`src/rtl/execute_unit.sv`:
```
// Execute stage: operand forwarding, ARM condition check, ALU, NZCV flag register.
// Define EXECUTE_UNIT_MUL_EN to build the iterative shift-add multiplier and its stall FSM.
//
// Multiplier FSM states:
//   state | meaning
//   IDLE  | no multiply in flight; a conditioned-true MUL starts here and stalls
//   BUSY  | one shift-add step per cycle, SIZE steps, stall held
//   DONE  | product on ALUResultE, gated controls released, back to IDLE
module execute_unit #(
   parameter int SIZE = 32
) (
   input  logic            CLK,
   input  logic            RSTN,
   input  logic            RegWriteE,
   input  logic            MemWriteE,
   input  logic            MemToRegE,
   input  logic            PCSrcE,
   input  logic            BranchE,
   input  logic            ALUSrcE,
   input  logic [1:0]      FlagWriteE,
   input  logic [3:0]      ALUControlE,
   input  logic [3:0]      CondE,
   input  logic [SIZE-1:0] RE1,
   input  logic [SIZE-1:0] RE2,
   input  logic [SIZE-1:0] ExtImmE,
   input  logic [4:0]      WA3E,
   input  logic [1:0]      ForwardAE,
   input  logic [1:0]      ForwardBE,
   input  logic [SIZE-1:0] ResultW,
   input  logic [SIZE-1:0] ALUResultM,
   output logic [SIZE-1:0] ALUResultE,
   output logic [SIZE-1:0] WriteDataE,
   output logic [4:0]      WA3EOut,
   output logic            MemToRegEOut,
   output logic            RegWriteGE,
   output logic            MemWriteGE,
   output logic            PCSrcGE,
   output logic            BranchTakenE,
   output logic [3:0]      FlagsOut,
   output logic            StallE
);

   logic [SIZE-1:0] src_a;
   logic [SIZE-1:0] src_b;
   logic [SIZE-1:0] alu_result;
   logic [SIZE-1:0] mul_result;
   logic [SIZE:0]   sum_ext;
   logic [SIZE:0]   diff_ext;
   logic            alu_c;
   logic            alu_v;
   logic            alu_n;
   logic            alu_z;
   logic            cond_ex;
   logic            is_mul;
   logic            stall;
   logic            flag_n;
   logic            flag_z;
   logic            flag_c;
   logic            flag_v;

   always_comb begin
      case (ForwardAE)
         2'b01:   src_a = ResultW;
         2'b10:   src_a = ALUResultM;
         default: src_a = RE1;
      endcase
   end

   always_comb begin
      case (ForwardBE)
         2'b01:   WriteDataE = ResultW;
         2'b10:   WriteDataE = ALUResultM;
         default: WriteDataE = RE2;
      endcase
   end

   assign src_b  = ALUSrcE ? ExtImmE : WriteDataE;
   assign is_mul = (ALUControlE == 4'b1000);

   always_comb begin
      cond_ex = 1'b0;
      case (CondE)
         4'b0000: cond_ex = flag_z;
         4'b0001: cond_ex = ~flag_z;
         4'b0010: cond_ex = flag_c;
         4'b0011: cond_ex = ~flag_c;
         4'b0100: cond_ex = flag_n;
         4'b0101: cond_ex = ~flag_n;
         4'b0110: cond_ex = flag_v;
         4'b0111: cond_ex = ~flag_v;
         4'b1000: cond_ex = flag_c & ~flag_z;
         4'b1001: cond_ex = ~flag_c | flag_z;
         4'b1010: cond_ex = (flag_n == flag_v);
         4'b1011: cond_ex = (flag_n != flag_v);
         4'b1100: cond_ex = ~flag_z & (flag_n == flag_v);
         4'b1101: cond_ex = flag_z | (flag_n != flag_v);
         4'b1110: cond_ex = 1'b1;
         default: cond_ex = 1'b0;
      endcase
   end

   // Subtraction as A + ~B + 1 so the carry-out is the ARM NOT-borrow.
   assign sum_ext  = {1'b0, src_a} + {1'b0, src_b};
   assign diff_ext = {1'b0, src_a} + {1'b0, ~src_b} + {{SIZE{1'b0}}, 1'b1};

   always_comb begin
      alu_result = '0;
      alu_c      = 1'b0;
      alu_v      = 1'b0;
      case (ALUControlE)
         4'b0000: begin
            alu_result = sum_ext[SIZE-1:0];
            alu_c      = sum_ext[SIZE];
            alu_v      = (src_a[SIZE-1] == src_b[SIZE-1]) &&
                         (sum_ext[SIZE-1] != src_a[SIZE-1]);
         end
         4'b0001: begin
            alu_result = diff_ext[SIZE-1:0];
            alu_c      = diff_ext[SIZE];
            alu_v      = (src_a[SIZE-1] != src_b[SIZE-1]) &&
                         (diff_ext[SIZE-1] != src_a[SIZE-1]);
         end
         4'b0010: alu_result = src_a & src_b;
         4'b0011: alu_result = src_a | src_b;
         4'b0100: alu_result = src_a ^ src_b;
         4'b0101: alu_result = src_b;
         4'b0110: alu_result = src_a << src_b[4:0];
         4'b0111: alu_result = src_a >> src_b[4:0];
         4'b1000: alu_result = mul_result;
         default: alu_result = '0;
      endcase
   end

   assign alu_n = alu_result[SIZE-1];
   assign alu_z = (alu_result == '0);

`ifdef EXECUTE_UNIT_MUL_EN
   localparam int CW = $clog2(SIZE);

   typedef enum logic [1:0] {
      IDLE,
      BUSY,
      DONE
   } mul_state_t;

   mul_state_t      state;
   mul_state_t      state_nxt;
   logic [CW-1:0]   cnt;
   logic [SIZE-1:0] mcand;
   logic [SIZE-1:0] mplier;
   logic [SIZE-1:0] product;
   logic            mul_start;
   logic            mul_valid;

   // Held off while RSTN is low so a MUL still on the inputs cannot stall during reset.
   assign mul_start = is_mul & cond_ex & RSTN;

   always_ff @(posedge CLK) begin
      if (!RSTN) begin
         state   <= IDLE;
         cnt     <= '0;
         mcand   <= '0;
         mplier  <= '0;
         product <= '0;
      end else begin
         state <= state_nxt;
         case (state)
            IDLE: begin
               if (mul_start) begin
                  mcand   <= src_a;
                  mplier  <= src_b;
                  product <= '0;
                  cnt     <= '0;
               end
            end
            BUSY: begin
               if (mplier[0]) product <= product + mcand;
               mcand  <= mcand << 1;
               mplier <= mplier >> 1;
               cnt    <= cnt + CW'(1);
            end
            default: ;
         endcase
      end
   end

   always_comb begin
      state_nxt = state;
      stall     = 1'b0;
      mul_valid = 1'b0;
      case (state)
         IDLE: begin
            if (mul_start) begin
               state_nxt = BUSY;
               stall     = 1'b1;
            end
         end
         BUSY: begin
            stall = 1'b1;
            if (cnt == CW'(SIZE - 1)) state_nxt = DONE;
         end
         DONE: begin
            mul_valid = 1'b1;
            state_nxt = IDLE;
         end
         default: state_nxt = IDLE;
      endcase
   end

   assign mul_result = mul_valid ? product : '0;
`else
   assign stall      = 1'b0;
   assign mul_result = '0;
`endif

   // MUL only ever touches N and Z; C,V are left alone even if bit0 is set.
   always_ff @(posedge CLK) begin
      if (!RSTN) begin
         flag_n <= 1'b0;
         flag_z <= 1'b0;
         flag_c <= 1'b0;
         flag_v <= 1'b0;
      end else if (cond_ex && !stall) begin
         if (FlagWriteE[1]) begin
            flag_n <= alu_n;
            flag_z <= alu_z;
         end
         if (FlagWriteE[0] && !is_mul) begin
            flag_c <= alu_c;
            flag_v <= alu_v;
         end
      end
   end

   assign ALUResultE   = alu_result;
   assign WA3EOut      = WA3E;
   assign MemToRegEOut = MemToRegE;
   assign RegWriteGE   = RegWriteE & cond_ex & ~stall;
   assign MemWriteGE   = MemWriteE & cond_ex & ~stall;
   assign PCSrcGE      = PCSrcE & cond_ex & ~stall;
   assign BranchTakenE = BranchE & cond_ex & ~stall;
   assign FlagsOut     = {flag_n, flag_z, flag_c, flag_v};
   assign StallE       = stall;

endmodule

```
`config.mk`:
```
export PLATFORM = sky130hd
export DESIGN_NAME = execute_unit
export DESIGN_NICKNAME = d
export VERILOG_FILES = /design/src/rtl/execute_unit.sv
export SDC_FILE = /design/constraint.sdc
export NUM_CORES = 1
export LEC_CHECK = 0
export ABC_AREA = 1
export CORE_MARGIN = 5
export CORE_UTILIZATION = 49
export DETAILED_ROUTE_END_ITERATION = 6
export HOLD_SLACK_MARGIN = 0.06
export PLACE_DENSITY = 0.86
export SETUP_SLACK_MARGIN = 0.02
export SLEW_MARGIN = 20
export SYNTH_ARGS = -nofsm -noshare
export SYNTH_HDL_FRONTEND = slang
export SYNTH_SLANG_ARGS = --single-unit
```
`constraint.sdc`:
```
create_clock -name CLK -period 5 [get_ports CLK]
set_input_delay 1 -clock CLK [delete_from_list [all_inputs] [get_ports CLK]]
set_output_delay 1 -clock CLK [all_outputs]
set_load 0.03 [all_outputs]
```
==> results of run 1 <==
repair_timing:
item	CTS
setup endpoints to repair	34
pin swaps	94
buffers inserted	60
resized for setup	416
gates cloned	3
cell families after synthesis:
group / share of synthesized area (%)
xor gates and xnor gates: 0.2218
DFF: 0.6760
adders and majority gates: 11.64
and+or+nand+nor: 56.14
buffers and inverters: 14.73
AOI/OAI and AO/OA: 16.56
other: 0.03166
stage by stage:
stage          std cells  util [%]  instance area (um2)  hold WS [ns]  setup slack (ns)
4_1_cts             3364     82.77                19890        0.5158          -0.05325
3_5_place_dp        3298     74.27                17850        0.5105           -0.9885
2_1_floorplan       2382         -                11960        0.4803          0.008661
3_3_place_gp        3298     74.27                17850        0.5047           -0.8134
per-layer routing:
| metal | global-route usage (%) | GRT overflow |
|---|---|---|
| met5 | 49.43 | 6 |
| met4 | 83.91 | 123 |
| met3 | 72.42 | 35 |
| met2 | 92.17 | 201 |
| met1 | 77.23 | 34 |
synthesized netlist by cell type (all sizes together) (3+ instances only):
| cell | count |
|---|---|
| a211oi | 4 |
| a21oi | 117 |
| a221oi | 6 |
| a22oi | 3 |
| a31oi | 5 |
| and2 | 5 |
| buf | 87 |
| clkbuf | 38 |
| dfxtp | 4 |
| ha | 107 |
| inv | 277 |
| nand2 | 690 |
| nand3 | 528 |
| nand3b | 11 |
| nand4 | 30 |
| nor2 | 193 |
| nor3 | 31 |
| o211ai | 14 |
| o21a | 16 |
| o21ai | 145 |
| o21bai | 7 |
| o221ai | 3 |
| o22ai | 18 |
| or2 | 22 |
| xor2 | 3 |
==> reports/qor.csv, run 1 <==
stage,metric,value,unit
clock_network,htreeDepth,1,
global_route,overflow,399,
global_route,grt_pass1_wl,171300,um
logic_synthesis,synthCells,2382,
outcome,lastStage,global routing (5_1_grt),
logic_synthesis,syn_area_per_cell,4.973,um2
die,rows,57,
clock_network,clock_path_buffers,2,
logic_synthesis,synthTopCellsByArea,"nand3_1 (22%), nand2_1 (22%), ha_1 (11%)",
die,die_w,165.5,um
logic_synthesis,async_flop_share,0,%
global_route,grt_usage,80.56,%
outcome,status,aborted with a tool error,
die,ioPinCount,266,
clock_network,cts-buffers-inserted,3,
clock_network,cts.hold.buffers_added,0,
clock_network,cts-root-buf,clkbuf_16,
logic_synthesis,synth_flop_cell,dfxtp_1,
placement,dpl.hpwl,55560,um
logic_synthesis,synthesis.nets,2678,
global_route,first_global_vias,27550,
logic_synthesis,synth_top_area_share,22.05,%
outcome,error_line,[ERROR GRT-0116] Global routing finished with congestion. Check the congestion regions in the DRC Viewer.,
logic_synthesis,yosys_warnings,0,
logic_synthesis,syn_area,11850,um2
logic_synthesis,synth_edf_count,0,
logic_synthesis,ys_seq_area_share,0.6760,%
global_route,grt_max_degree,71,
logic_synthesis,yosysTopAreaCell,nand3_1,
placement,portBuffers,252,
die,start_util,49.29,%
placement,gp_congestion,1.218,
logic_synthesis,ys_seq_elements,4,
clock_network,clock_sinks,4,
logic_synthesis,synth.distinct_cells,56,
die,die_y,165.5,um
==> run 2, diff against run 1 <==
- CORE_UTILIZATION: 49 -> 40
- HOLD_SLACK_MARGIN: 0.06 -> not set
- PLACE_DENSITY: 0.86 -> not set
- PLACE_DENSITY_LB_ADDON: not set -> 0.15
- SETUP_SLACK_MARGIN: 0.02 -> not set
- clock period: 5 -> 6.5 ns (I/O delays scaled with it)
==> reports/qor.csv, run 2 <==
stage,metric,value,unit
worst_setup_path,crit_top_cell,buf_4,
global_route,overflow,0,
route,route.detailed.drc,0,
job,drv_cap,0,
global_route,antenna_found_initial,3,
sta,fin_crit_sh,98.57,%
layout,multiInputGateArea,10720,um2
layout,drive_gt1_share,20.93,%
worst_setup_path,criticalPathCategory,primary input to output port,
logic_synthesis,synth_common_cells,"nand2_1 (685), nand3_1 (522), inv_1 (266), nor2_1 (192), a21oi_1 (115)",
sta,max_freq,0.1561,GHz
clock_network,clk_pin_slew_worst_paths,0.03,ns
global_route,grt_max_degree,71,
route,first_pass_iters,7,
route,met1Wirelength,27430,um
sta,setup_slack,0.09276,ns
route,vias_per_cell,5.837,
logic_synthesis,synth_most_common_cell,nand2_1,
placement,dpl.hpwl,59870,um
logic_synthesis,synth_flop_cell,dfxtp_1,
die,die_area,33160,um2
sta,slew_headroom,34.78,%
clock_network,htreeDepth,1,
worst_hold_path,hold_depth,2,
logic_synthesis,syn_area,11850,um2
route,first_iter_violations,2595,
layout,final_common_cell,nand2_1,
worst_setup_path,crit_buf_inv,12,
logic_synthesis,syn_area_per_cell,4.973,um2
route,routedWlPerCell,21.73,um
logic_synthesis,synth.distinct_cells,56,
logic_synthesis,synthesis.nets,2678,
placement,portBuffers,252,
clock_network,cts_tree,done,
die,die_w,182.1,um
logic_synthesis,async_flop_share,0,%
die,ioPinCount,266,
logic_synthesis,yosys_warnings,0,
worst_setup_path,r2r-end,flag_z,
layout,seqCellArea,80.08,um2
sta,min_period,6.407,ns
die,rows,63,
worst_setup_path,required,5.20,ns
worst_setup_path,cp_slowest_stage_delay,0.48,ns
sta,worst_pin_slew,0.9760,ns
layout,layout.nets,3189,
outcome,status,"finished, final reports clean",
route,wirelength,71330,um
clock_network,cts-buffers-inserted,3,
route,wl_met3,9277,um
pwr,ir_drop,0.00007870,V
die,die_y,182.1,um
route,num_vias,19163,
worst_setup_path,slowest_stage,clkdlybuf4s50_1,
clock_network,clock_sinks,4,
global_route,grt_pass1_wl,104600,um
logic_synthesis,synth_top_area_share,22.05,%
sta,fin_hold_ws,0.5175,ns
route,routed-wl-met2,29890,um
route,postRouteAntennaNets,0,
pwr,pwr_density_cell,185.9,nW/um2
pwr,total_power,3.341,mW
worst_setup_path,crit_family,buffers and inverters,
worst_setup_path,rr_worst_depth,14,
layout,final_cell_mix,"nand2_1 (660), nand3_1 (512), buf_4 (388), inv_1 (257), clkdlybuf4s50_1 (217)",
worst_hold_path,hold_end,flag_z,
sta,slew_viol_final,0,
die,start_util,40.29,%
sta,skew,0.0006540,ns
placement,gp_congestion,1.129,
logic_synthesis,synthTopCellsByArea,"nand3_1 (22%), nand2_1 (22%), ha_1 (11%)",
clock_network,clk_latency,0.23,ns
clock_network,clock_path_buffers,2,
global_route,grt_usage,40.03,%
logic_synthesis,yosysTopAreaCell,nand3_1,
worst_hold_path,hp-start,flag_z,
clock_network,cts-root-buf,clkbuf_16,
worst_setup_path,arrival,5.11,ns
logic_synthesis,ys_seq_area_share,0.6760,%
pwr,p_leak,9.046,nW
layout,fill_cells,2969,
route,routed.top_layer,met5,
sta,rsz0062_at_grt,true,
worst_setup_path,reg2reg_from,flag_v,
global_route,first_global_vias,17740,
die,core-area,29400,um2
placement,place_ws,-0.2095,ns
worst_setup_path,worstPathMaxFanout,11,
worst_setup_path,worstSetupEndpointType,output port,
sta,finalSetupTns,0,ns
worst_setup_path,r2r_slack,4.42,ns
logic_synthesis,synthCells,2382,
worst_setup_path,startpoint_type,primary input,
sta,setup_viol,0,
logic_synthesis,ys_seq_elements,4,
sta,hold_violations,0,
worst_hold_path,min_path_type,register to register,
layout,area_growth,51.69,%
logic_synthesis,synth_edf_count,0,
-- run 2: cell counts after synthesis --
No cell type changed its count.
-- run 2: final cells by class --
type / instances / area share [%]
repair buffers: 631 / 30.88
multi-input cells: 1974 / 59.64
diodes: 2 / 0.02785
well taps: 390 / 2.716
inverters: 279 / 5.870
flip-flops and latches: 4 / 0.4456
clock buffers: 3 / 0.4178
-- run 2: power by group --
| group | switching, mW | internal [mW] | total [mW] |
|---|---|---|---|
| Combinational | 1.93 | 1.29 | 3.21 |
| Sequential | 0.00303 | 0.0268 | 0.0298 |
| Clock | 0.0183 | 0.0787 | 0.0970 |
-- run 2: repair_timing --
item                                    in CTS  in global routing
buffers inserted                             5                  8
endpoints found under the setup margin      20                 30
pin swaps                                    5                 22
hold buffers                                 0                  0
gates cloned                                 0                  1
resized for setup                           56                149
-- run 2: layer usage --
metal	vias to the layer above	GRT usage, %
met3	233	8.551
li1	8902	-
met5	-	0
met4	2	19.93
met1	8708	53.64
met2	1318	60.66
-- run 2: cell families after synthesis --
kind of cell | after synthesis | share of synthesized area [%]
flip-flops | 4 | 0.6760
adder cells (fa/ha/maj) | 109 | 11.64
AO/OA/AOI/OAI | 347 | 16.56
other | 1 | 0.03166
AND/OR/NAND/NOR | 1514 | 56.14
buffers and inverters | 404 | 14.73
XOR/XNOR | 3 | 0.2218
-- run 2: worst max path at each step --
stage	slack, ns	end	startpoint	depth (start not counted)
after floorplan	0.25	ALUResultE[27]	ForwardBE[0]	26
after global placement	-0.21	ALUResultE[31]	ForwardBE[1]	21
after detailed placement	-0.21	ALUResultE[28]	ForwardBE[1]	20
after CTS	-0.007	ALUResultE[27]	ForwardBE[0]	26
after global routing	-0.07	ALUResultE[27]	ForwardAE[0]	24
final	0.09	ALUResultE[20]	ForwardAE[0]	25
-- run 2: tightest hold or removal path, delay by kind of cell, from the launching register on --
| family | cells | cell delay, ns |
|---|---|---|
| DFF | 1 | 0.33 |
| and+or+nand+nor | 1 | 0.08 |
| AOI/OAI and AO/OA | 1 | 0.06 |
-- run 2: per-stage QoR --
| step | instances | utilization, % | instance area (um2) |
|---|---|---|---|
| floorplan | 2382 | - | 11850 |
| CTS | 3272 | 59.00 | 17350 |
| global route | 3283 | 61.12 | 17970 |
| detailed placement | 3264 | 57.98 | 17050 |
| finish | 3283 | 61.12 | 17970 |
| global placement | 3264 | 57.98 | 17050 |
Note: power is estimated with default switching activity, not from simulation.
==> run 3, diff against run 2 <==
==> constraint.sdc (replaced) <==
create_clock -name CLK -period 6.2 [get_ports CLK]
set_input_delay 1.24 -clock CLK [delete_from_list [all_inputs] [get_ports CLK]]
set_output_delay 1.24 -clock CLK [all_outputs]
set_load 0.1 [all_outputs]
==> reports/qor.csv, run 3 (same netlist as run 2, synthesis figures left out) <==
stage,metric,value,unit
sta,skew,0.00008352,ns
sta,rsz0062_at_grt,true,
placement,place_area,17980,um2
worst_hold_path,hold_depth,2,
worst_setup_path,worstPathMaxFanout,16,
pwr,ir_drop,0.0001246,V
sta,worst_pin_slew,0.9724,ns
route,first_iter_violations,2962,
sta,slew_headroom,34.97,%
route,route.detailed.drc,4,
worst_setup_path,crit_buf_inv,11,
sta,max_freq,0.1614,GHz
layout,seqCellArea,80.08,um2
worst_setup_path,rr_worst_depth,11,
job,drv_cap,0,
clock_network,clock_sinks,4,
global_route,grt_pass1_wl,107600,um
worst_setup_path,required,4.96,ns
global_route,grt_max_degree,70,
worst_hold_path,hp-start,flag_z,
route,wirelength,73300,um
route,first_pass_iters,7,
placement,place_ws,-0.4026,ns
sta,setup_slack,0.002944,ns
clock_network,cts-root-buf,clkbuf_16,
sta,fin_crit_sh,99.95,%
die,die_w,182.1,um
sta,min_period,6.197,ns
layout,final_cell_mix,"nand2_1 (639), nand3_1 (506), buf_4 (482), inv_1 (247), clkdlybuf4s50_1 (181)",
clock_network,clk_latency,0.22,ns
clock_network,clk_pin_slew_worst_paths,0.03,ns
placement,place_inst,3347,
layout,layout.cells.non_filler,3367,
outcome,status,"finished, violations left",
sta,fin_hold_ws,0.5390,ns
sta,finalSetupTns,0,ns
worst_setup_path,criticalPathCategory,primary input to output port,
route,postRouteAntennaNets,0,
die,die_area,33160,um2
worst_setup_path,arrival,4.96,ns
worst_setup_path,reg2reg_from,flag_v,
layout,area_growth,63.23,%
die,ioPinCount,266,
layout,drive_gt1_share,27.33,%
die,die_y,182.1,um
layout,fill_cells,2760,
die,rows,63,
clock_network,clock_path_buffers,2,
sta,slew_viol_final,0,
worst_setup_path,crit_family,buffers and inverters,
worst_setup_path,crit_top_cell,nand2_1,
worst_setup_path,r2r_slack,3.99,ns
die,start_util,40.29,%
placement,portBuffers,252,
pwr,p_leak,9.651,nW
placement,gp_congestion,1.117,
worst_setup_path,cp_slowest_stage_delay,0.49,ns
pwr,pwr_density_cell,215.5,nW/um2
die,core-area,29400,um2
global_route,overflow,0,
route,vias_per_cell,5.887,
global_route,grt_usage,41.02,%
sta,hold_violations,0,
route,num_vias,19823,
clock_network,cts_tree,done,
global_route,antenna_found_initial,3,
placement,dpl.hpwl,60580,um
outcome,violations,DRC,
layout,layout.nets,3273,
layout,final_util,65.77,%
layout,multiInputGateArea,11210,um2
layout,final_common_cell,nand2_1,
route,routedWlPerCell,21.77,um
worst_hold_path,hold_end,flag_z,
worst_setup_path,worstSetupEndpointType,output port,
pwr,total_power,4.167,mW
worst_setup_path,cp.depth,25,
worst_setup_path,slowest_stage,clkdlybuf4s50_1,
worst_hold_path,min_path_type,register to register,
worst_setup_path,startpoint_type,primary input,
clock_network,cts.hold.buffers_added,0,
worst_setup_path,r2r-end,flag_v,
sta,setup_viol,0,
global_route,first_global_vias,18508,
clock_network,cts-buffers-inserted,3,
clock_network,htreeDepth,1,
layout,finalInstanceArea,19340,um2
-- run 3: worst reg2reg max path: cells and delay by family, from the launching register on --
family / cells / cell delay (ns)
buffers and inverters: 2 / 0.24
xor gates and xnor gates: 1 / 0.27
AOI/OAI and AO/OA: 4 / 0.71
DFF: 1 / 0.41
and+or+nand+nor: 4 / 0.45
-- run 3: per-layer routing --
layer / track usage [%] / vias up / wire length (um)
li1: - / 9084 / -
met2: 64.01 / 1496 / 31230
met1: 52.48 / 8951 / 27370
met4: 21.86 / 2 / 5245
met5: 0 / - / 7
met3: 9.428 / 290 / 9445
-- run 3: how the worst max path moves through the flow --
stage | start | endpoint | slack [ns]
after floorplan | ForwardBE[0] | ALUResultE[28] | -0.10
after global placement | ForwardAE[0] | ALUResultE[30] | -0.39
after detailed placement | ForwardAE[0] | ALUResultE[26] | -0.40
after CTS | ForwardAE[0] | ALUResultE[22] | -0.003
after global routing | ForwardAE[0] | ALUResultE[31] | -0.06
final | ForwardAE[0] | ALUResultE[26] | 0.003
-- run 3: layout make-up --
type	instances	area share (%)
inverter	279	5.506
timing repair buffer	715	33.17
antenna	2	0.02588
sequential	4	0.4141
clock buffer	3	0.3882
tap	390	2.523
multi-input combinational	1974	57.97
-- run 3: power by group --
part	internal [mW]	leakage (nW)	switching, mW	total [mW]
clock	0.0824	0.0370	0.0179	0.100
sequential	0.0281	0.0327	0.00312	0.0312
combinational	1.54	9.58	2.50	4.04
-- run 3: repair_timing --
action / CTS / global route
resized for setup: 123 / 168
pin swaps: 19 / 34
setup endpoints to repair: 25 / 28
gates cloned: 2 / 1
buffers inserted: 8 / 4
==> patch (settings of run 3) <==
Remove the case item `4'b0111` of the case on `ALUControlE`.
--- a/src/rtl/execute_unit.sv
+++ b/src/rtl/execute_unit.sv
@@ -126,5 +126,4 @@
          4'b0101: alu_result = src_b;
          4'b0110: alu_result = src_a << src_b[4:0];
-         4'b0111: alu_result = src_a >> src_b[4:0];
          4'b1000: alu_result = mul_result;
          default: alu_result = '0;
Formal check against the unedited RTL: not equivalent (Yosys sat finds a counterexample within 4 cycles, from zero or initial values and one cycle with RSTN low).
==> patch against run 3 <==
  * Worst setup slack better by 0.060 ns
  * Wire length down 17%
  * Core utilization up 0.22 points
  * Final area down 11%
  * Via count down 15%
  * Total power down 13%
  * Sequential cell count unchanged
  * Synthesized area down 11%
  * Count of clock-buffer cells in the layout unchanged
==> patch: results <==
export IMPL_first_iter_violations=2150
export IMPL_crit_fanout=10
export IMPL_grtUsageTotal=0.379
export IMPL_ys_top_cells_by_count="nand2_1, nand3_1, inv_1"
export IMPL_clockRootBuffer="clkbuf_16"
export IMPL_clk_latency_ns=0.23
export IMPL_tightest_slew_ns=0.996
export IMPL_grt_pass1_wl_um=87900
export IMPL_cellLeakagePower_uw=0.00847
export IMPL_fillers=2491
export IMPL_ys_seq_area_frac=0.00760
export IMPL_num_vias=16900
export IMPL_seq_power_share=0.009
export IMPL_clk_path_buf_depth=2
export IMPL_ctsHtreeMaxLevel=1
export IMPL_synth_warnings=0
export IMPL_antenna_found_initial=0
export IMPL_layout_drive_gt1_share=0.276
export IMPL_wl_um=60900
export IMPL_synth_cell_types=48
export IMPL_grt_max_degree=48
export IMPL_synth_main_ff_cell="dfxtp_1"
export IMPL_hold_class="reg2reg"
export IMPL_cp_slowest_cell="clkdlybuf4s50_1"
export IMPL_dpl_cell_area_um2=15800
export IMPL_internal_power_uw=1450
export IMPL_grt_pass1_vias=15400
export IMPL_globalplace_congestion=1.05
export IMPL_max_stage_delay_ns=0.49
export IMPL_drt_pass1_iterations=6
export IMPL_portBuffers=252
export IMPL_dpl_hpwl_um=50500
export IMPL_place_ws_ns=-0.212
export IMPL_peakVddDrop_v=0.000248
export IMPL_cp_data_arrival_time_ns=4.90
export IMPL_cts_resized=67
export IMPL_p_clk_uw=103
export IMPL_postCtsSetupRepairBufs=0
export IMPL_fin_nets=2916
export IMPL_cpLargestDelayFamily="buffers and inverters"
export IMPL_finalClockSkew_ns=0.00357
export IMPL_syn_nets=2412
export IMPL_cts_clk_slew_worst_paths_ns=0.03
export IMPL_antenna_cells=0
export IMPL_outcome="finished, final reports clean"
export IMPL_synthArstFlopShare=0
export IMPL_cts_made_buffers=3
export IMPL_synth_area_leaders="nand2_1, nand3_1, ha_1"
[patch: cell count changes after synthesis, moves of 12 or more]
| cell | before | now |
|---|---|---|
| nand2_1 | 685 | 621 |
| a21oi_1 | 115 | 98 |
| inv_1 | 266 | 254 |
| nand3_1 | 522 | 377 |
| nor2_1 | 192 | 211 |
[patch: layout make-up]
| cell class | instances | area [um2] | share of cell area |
|---|---|---|---|
| Clock buffer | 3 | 75.1 | 0.00438 |
| Inverter | 267 | 1010 | 0.0587 |
| Multi-Input combinational cell | 1730 | 9980 | 0.582 |
| Sequential cell | 4 | 80.1 | 0.00467 |
| Tap cell | 335 | 419 | 0.0244 |
| Timing Repair Buffer | 614 | 5580 | 0.326 |
[patch: cells by family (layout without fill, tap and decap cells)]
| kind of cell | Yosys count | count (layout) | synth area share |
|---|---|---|---|
| AO/OA/AOI/OAI | 316 | 316 | 0.171 |
| XOR/XNOR | 8 | 8 | 0.00665 |
| adder cells (fa/ha/maj) | 109 | 109 | 0.131 |
| buffers and inverters | 382 | 884 | 0.156 |
| flip-flops | 4 | 4 | 0.00760 |
| other | 1 | 1 | 0.000356 |
| AND/OR/NAND/NOR | 1296 | 1296 | 0.527 |
[patch: worst paths after layout]
check,start,endpoint,slack [ns],cells past startpoint
setup / recovery,ForwardBE[0],ALUResultE[23],0.06,23
setup reg to reg,flag_n$_SDFFE_PN0P_,flag_z$_SDFFE_PN0P_,3.58,19
hold / removal,flag_z$_SDFFE_PN0P_,flag_z$_SDFFE_PN0P_,0.58,2
hold reg to reg,flag_z$_SDFFE_PN0P_,flag_z$_SDFFE_PN0P_,0.58,2
[patch: stage by stage]
step / TNS (ns) / total power (uW) / hold slack, ns / instances
6_report: 0 / 3610 / 0.583 / 2953
5_1_grt: -0.568 / 3810 / 0.623 / 2953
4_1_cts: 0 / 3240 / 0.579 / 2933
3_5_place_dp: -2.25 / 3070 / 0.574 / 2930
3_3_place_gp: -1.71 / 3050 / 0.555 / 2930
2_1_floorplan: 0 / 1780 / 0.493 / 2116
[patch: worst register-to-register path: stages, from the launching register on]
cell     delay [ns]
dfxtp_1        0.41
inv_1          0.14
nand2_1        0.10
nand2_1        0.08
nand3_1        0.09
nand2_1        0.06
nand2_1        0.06
nand3_1        0.06
nand2_1        0.37
nand4_1        0.16
nor2_1         0.13
nand3_1        0.08
nor2_1         0.10
nand2_1        0.06
nor2_1         0.11
buf_4          0.16
nand3_1        0.07
nor2_1         0.13
nand2_1        0.09
a21oi_2        0.12
[patch: routing by layer]
metal | GRT usage | routed length (um) | vias to the layer above | part of all wire
met5 | 0 | 0 | - | 0
met1 | 0.529 | 24900 | 7700 | 0.41
li1 | - | - | 7922 | -
met3 | 0.0615 | 6690 | 138 | 0.11
met4 | 0.103 | 2290 | 0 | 0.038
met2 | 0.606 | 27000 | 1109 | 0.44
